<file path="config.mk">
export PLATFORM = sky130hd
export DESIGN_NAME = mem_arbiter
export DESIGN_NICKNAME = d
export VERILOG_FILES = /design/src/rtl/mem_arbiter.sv
export SDC_FILE = /design/constraint.sdc
export NUM_CORES = 1
export LEC_CHECK = 0
export CAP_MARGIN = 20
export CORE_ASPECT_RATIO = 1.25
export CORE_UTILIZATION = 41
export DETAILED_ROUTE_END_ITERATION = 8
export PLACE_DENSITY = 0.81
export RECOVER_POWER = 25
export SLEW_MARGIN = 20
export SYNTH_ARGS = -nofsm -noshare
export SYNTH_HDL_FRONTEND = slang
export SYNTH_SLANG_ARGS = --single-unit
</file>
<file path="constraint.sdc">
create_clock -name clk -period 1.87 [get_ports clk]
set_clock_uncertainty 0.05 [all_clocks]
set_input_delay 0.2805 -clock clk [delete_from_list [all_inputs] [get_ports clk]]
set_output_delay 0.2805 -clock clk [all_outputs]
set_load 0.01 [all_outputs]
</file>
<file path="src/rtl/mem_arbiter.sv">
// Arbiter sharing one single-port memory between instruction fetch and the load/store unit.
// One access is in flight at a time; done pulses one cycle after mem_ready or a timeout abort.
module mem_arbiter #(
  parameter int AW           = 32,
  parameter int DW           = 32,
  parameter int STARVE_LIMIT = 4,
  parameter int TIMEOUT      = 16
) (
  input  logic            clk,
  input  logic            rst,
  input  logic            if_req,
  input  logic [AW-1:0]   if_addr,
  output logic            if_done,
  output logic [DW-1:0]   if_rdata,
  input  logic            ls_req,
  input  logic            ls_wr,
  input  logic [DW/8-1:0] ls_mask,
  input  logic [AW-1:0]   ls_addr,
  input  logic [DW-1:0]   ls_wdata,
  output logic            ls_done,
  output logic [DW-1:0]   ls_rdata,
  output logic            ls_err,
  output logic            stall_if,
  output logic            stall_mem,
  output logic            mem_req,
  output logic            mem_we,
  output logic [DW/8-1:0] mem_mask,
  output logic [AW-1:0]   mem_addr,
  output logic [DW-1:0]   mem_wdata,
  input  logic            mem_ready,
  input  logic [DW-1:0]   mem_rdata
);

  localparam int SW = $clog2(STARVE_LIMIT + 1);
  localparam int TW = (TIMEOUT > 1) ? $clog2(TIMEOUT) : 1;
  localparam logic [SW-1:0] STARVE_MAX = SW'(STARVE_LIMIT);
  localparam logic [TW-1:0] TMO_LAST   = TW'(TIMEOUT - 1);

  typedef enum logic [1:0] {
    IDLE     = 2'd0,
    GRANT_IF = 2'd1,
    GRANT_LS = 2'd2
  } state_t;

  state_t        state;
  logic [SW-1:0] starve_cnt;
  logic [TW-1:0] tmo_cnt;
  logic          if_elig;
  logic          ls_elig;
  logic          grant_if;
  logic          grant_ls;

  function automatic logic [SW-1:0] sat_inc(input logic [SW-1:0] v);
    return (v == STARVE_MAX) ? v : v + SW'(1);
  endfunction

  // A requester whose done is high this cycle is finishing, not asking again.
  assign if_elig  = if_req & ~if_done;
  assign ls_elig  = ls_req & ~ls_done;
  assign grant_if = if_elig & (~ls_elig | (starve_cnt == STARVE_MAX));
  assign grant_ls = ls_elig & ~grant_if;

  assign stall_if  = if_req & ~if_done;
  assign stall_mem = ls_req & ~ls_done;

  always_ff @(posedge clk) begin
    if (rst) begin
      state      <= IDLE;
      starve_cnt <= '0;
      tmo_cnt    <= '0;
      mem_req    <= 1'b0;
      mem_we     <= 1'b0;
      mem_mask   <= '0;
      mem_addr   <= '0;
      mem_wdata  <= '0;
      if_done    <= 1'b0;
      ls_done    <= 1'b0;
      ls_err     <= 1'b0;
      if_rdata   <= '0;
      ls_rdata   <= '0;
    end else begin
      if_done <= 1'b0;
      ls_done <= 1'b0;
      ls_err  <= 1'b0;
      case (state)
        IDLE: begin
          tmo_cnt <= '0;
          if (grant_if) begin
            state      <= GRANT_IF;
            mem_req    <= 1'b1;
            mem_we     <= 1'b0;
            mem_mask   <= '1;
            mem_addr   <= if_addr;
            starve_cnt <= '0;
          end else if (grant_ls) begin
            state     <= GRANT_LS;
            mem_req   <= 1'b1;
            mem_we    <= ls_wr;
            mem_mask  <= ls_wr ? ls_mask : '1;
            mem_addr  <= ls_addr;
            mem_wdata <= ls_wdata;
            if (if_elig) starve_cnt <= sat_inc(starve_cnt);
          end
        end

        GRANT_IF: begin
          if (mem_ready) begin
            state    <= IDLE;
            mem_req  <= 1'b0;
            if_rdata <= mem_rdata;
            if_done  <= 1'b1;
          end else if (tmo_cnt == TMO_LAST) begin
            state   <= IDLE;
            mem_req <= 1'b0;
            if_done <= 1'b1;
            ls_err  <= 1'b1;
          end else begin
            tmo_cnt <= tmo_cnt + TW'(1);
          end
        end

        GRANT_LS: begin
          if (mem_ready) begin
            state   <= IDLE;
            mem_req <= 1'b0;
            if (!mem_we) ls_rdata <= mem_rdata;
            ls_done <= 1'b1;
          end else if (tmo_cnt == TMO_LAST) begin
            state   <= IDLE;
            mem_req <= 1'b0;
            ls_done <= 1'b1;
            ls_err  <= 1'b1;
          end else begin
            tmo_cnt <= tmo_cnt + TW'(1);
          end
        end

        default: begin
          state   <= IDLE;
          mem_req <= 1'b0;
        end
      endcase
    end
  end

endmodule

</file>
==> results by group <==
Detailed routing
  – 1st-pass router iterations: 5
  – Drt drc: 0
  – Via count: 5,772
  – Avg WL per Cell: 15.2 um
  – Drt via density: about 5.0
  – Starting DRT DRC Count: 273
  – Antenna Violating Nets Remaining: 0
  – WL final: approximately 18,000 um

STA
  – Setup TNS: 0 ns
  – RSZ-0062 raised after global routing: no
  – FMAX: about 570 MHz
  – Final min period: around 1.8 ns
  – Period utilization: 0.941
  – Final hold slack: ~0.3 ns
  – Slew HR: 0.571
  – Final setup fails: 0
  – PnR worst setup slack: 0.110 ns
  – Worst-margin pin slew: roughly 0.64 ns
  – Hold Vio Cnt, Final: 0
  – Slew Limit Fails: 0

Yosys
  – EDFF count, synth: 0
  – Synthesized netlist net count: approximately 850
  – Library cells used by synthesis: 37
  – Mean Syn Cell Area: roughly 8.1 um^2
  – Seq/Total Area, Yosys: 0.510
  – Cells after Synth: roughly 700
  – Most used flip-flop cell after synthesis: dfxtp_1
  – Ys async rst share: 0
  – Flops & latches, synth: roughly 150
  – Post-Synthesis Cell Area: between 0.005 and 0.006 mm^2
  – Synth warn: 0

Pwr
  – Pint: 6680 uW
  – Switching pwr: about 2400 uW
  – Clock share of power: 0.400
  – Sw Share: 0.262
  – Comb pwr share: 0.214
  – Pleak: between 0.003 and 0.004 uW
  – Sequential Power Share: 0.385
  – Power Dens Cells: just under 1000 mW/mm^2
  – Worst VDD drop: approximately 720 uV

Worst setup path
  – Setup crit end kind: register
  – Worst Path Required: 2.13 ns
  – Crit-path max FO: 38
  – Slowest cell delay on critical path: approximately 0.35 ns
  – Crit path DAT: about 2 ns
  – Reg-to-Reg End: mem_addr[23]$_SDFFE_PP0P_
  – Worst Reg-to-Reg Cells: 6
  – CP Cell Sequence: inv_1 -> ha_1 -> a21boi_4 -> buf_12 -> nor2_1 -> a211oi_1
  – R2r setup slk: 0.11 ns
  – Worst reg2reg path startpoint: state[0]$_SDFFE_PP0P_
  – Critical Path Slowest Stage Cell: dfxtp_1
  – Crit path launch type: register
  – Crit Path Category: reg2reg

Finish
  – Layout cells sized above 1: 0.0984
  – Final net count: between 1,000 and 1,500
  – ANT cells: 0
  – Most frequent cells in the layout: clkdlybuf4s50_1, nand2_1, dfxtp_1
  – Design area: approximately 0.0094 mm^2
  – Synth-to-Final Area Change: 63.9%
  – Commonest non-fill, non-tap cell in the layout: clkdlybuf4s50_1
  – Non-Filler Instances: 1,157

Clocking
  – TritonCTS Buffers: 17
  – CTS Buffer Depth: 2
  – Post-CTS Setup Bufs: 0
  – Clk root buf: clkbuf_16
  – H-tree levels: 4
  – Clk sinks: 146
  – CTS tree: done
  – Insertion delay to the later sink of the worst-skew pair: 0.42 ns
  – Clock Pin Slew Worst Setup and Hold Paths: roughly 0.06 ns

Min path
  – Hold path depth: 2
  – HP Start: rst
  – Worst Hold Path EP: tmo_cnt[1]$_SDFFE_PP0P_
  – HP Class: in2reg

Global route
  – Overall routing resource usage: 0.245
  – Via count of the first global-routing pass: roughly 5,700
  – GR Overflow Total: 0
  – Initial antenna violation count: 0
  – First-pass GRT wire length: 27,800 um
  – Largest net degree at the start of global routing: 48

Floorplanning
  – IO Count: 277
  – Die area: 0.0145 mm^2
  – Chip width: ~110 um
  – Starting Density: 0.426
  – Core box area: ~0.013 mm^2
  – Rows: between 40 and 50
  – Die Span Y: 134 um

Placed design
  – Post-DP Area: ~0.0088 mm^2
  – HPWL Detailed: about 12,000 um
  – Placed insts: roughly 1,100
  – Dpl ws: -0.0364 ns
  – Final GP Congestion: between 0.8 and 0.9
  – # port buffers: about 280

Flow run
  – Maxcap violations: 0

Outcome
  – Outcome: complete, no violations
==> worst max-delay path: cells and delay by family, from the launching register on <==
kind                     cells  cell delay (ns)
AO/OA/AOI/OAI                2             0.52
buffers and inverters        2             0.32
adder cells (fa/ha/maj)      1             0.35
AND/OR/NAND/NOR              1             0.08
flip-flops                   1             0.35
==> power groups by stage <==
| stage | sequential, uW | clock (uW) | combinational [uW] |
|---|---|---|---|
| 3_5_place_dp | 3560 | 0 | 1970 |
| 5_1_grt | 3520 | 3830 | 2100 |
| 4_1_cts | 3490 | 3690 | 1980 |
| 3_3_place_gp | 3550 | 0 | 1950 |
| 2_1_floorplan | 3670 | 0 | 803 |
| 6_report | 3490 | 3630 | 1940 |
==> per-layer routing <==
metal / wire (um) / share of wire / GRT usage / vias up
met2: 8740 / 0.50 / 0.431 / 203
met1: 6760 / 0.39 / 0.258 / 2658
li1: - / - / - / 2882
met4: 425 / 0.024 / 0.101 / 0
met5: 0 / 0 / 0 / -
met3: 1610 / 0.092 / 0.0948 / 29
==> cell usage after synthesis (all sizes together), types with 2 or more instances <==
cell,n,share of area
nand2,235,0.15
dfxtp,146,0.51
a21oi,139,0.12
nor2,46,0.030
a211oi,32,0.067
buf,26,0.024
clkbuf,26,0.017
inv,8,0.0052
ha,7,0.015
nand2b,5,0.0081
o21ai,5,0.0063
a311oi,4,0.0061
nor3,4,0.0035
nand4b,3,0.0046
or3,3,0.0033
and2,2,0.0022
nor3b,2,0.0026
o32ai,2,0.0031
or3b,2,0.0031
==> flip-flops by register name (all words and copies together), names as in the netlist, 2 cells and up <==
name        cells
mem_mask        4
state           2
tmo_cnt         4
mem_wdata      32
ls_rdata       32
if_rdata       32
mem_addr       32
starve_cnt      3
==> stage by stage <==
step	power [uW]	util
after global placement	5500	0.654
final	9060	0.698
after global routing	9450	0.698
after floorplan	4470	-
after detailed placement	5530	0.654
after CTS	9160	0.700
==> worst max-delay path by stage <==
stage / start / end / slack (ns) / cells past startpoint
global route: state[1]$_SDFFE_PP0P_ / mem_addr[23]$_SDFFE_PP0P_ / 0.01 / 6
CTS: mem_we$_SDFFE_PP0P_ / mem_we / 0.07 / 1
global placement: if_req / stall_if / -0.01 / 4
finish: state[0]$_SDFFE_PP0P_ / mem_addr[23]$_SDFFE_PP0P_ / 0.11 / 6
floorplan: starve_cnt[0]$_SDFFE_PP0P_ / mem_addr[10]$_SDFFE_PP0P_ / 0.26 / 8
detailed placement: if_req / mem_wdata[17]$_SDFFE_PP0P_ / -0.04 / 7
==> final cells by class <==
cell class | count | area, um^2
fillers | 1066 | 4070
repair buffers | 301 | 3040
flip-flops and latches | 146 | 2920
multi-input cells | 500 | 2550
clock buffers | 19 | 453
well taps | 171 | 214
clock inverters | 12 | 181
inverters | 8 | 30.0
==> timing repair <==
action	in CTS	in global routing
resized for setup	2	0
hold buffers	0	0
endpoints found under the setup margin	2	0
==> kinds of logic (layout without fill, tap and decap cells) <==
family | after synthesis | count (layout) | share of synthesized area
buffers and inverters | 60 | 340 | 0.0465
AO/OA/AOI/OAI | 187 | 187 | 0.213
AND/OR/NAND/NOR | 306 | 306 | 0.216
adder cells (fa/ha/maj) | 7 | 7 | 0.0153
flip-flops | 146 | 146 | 0.510
No activity file was read; power rests on OpenSTA's default activity.
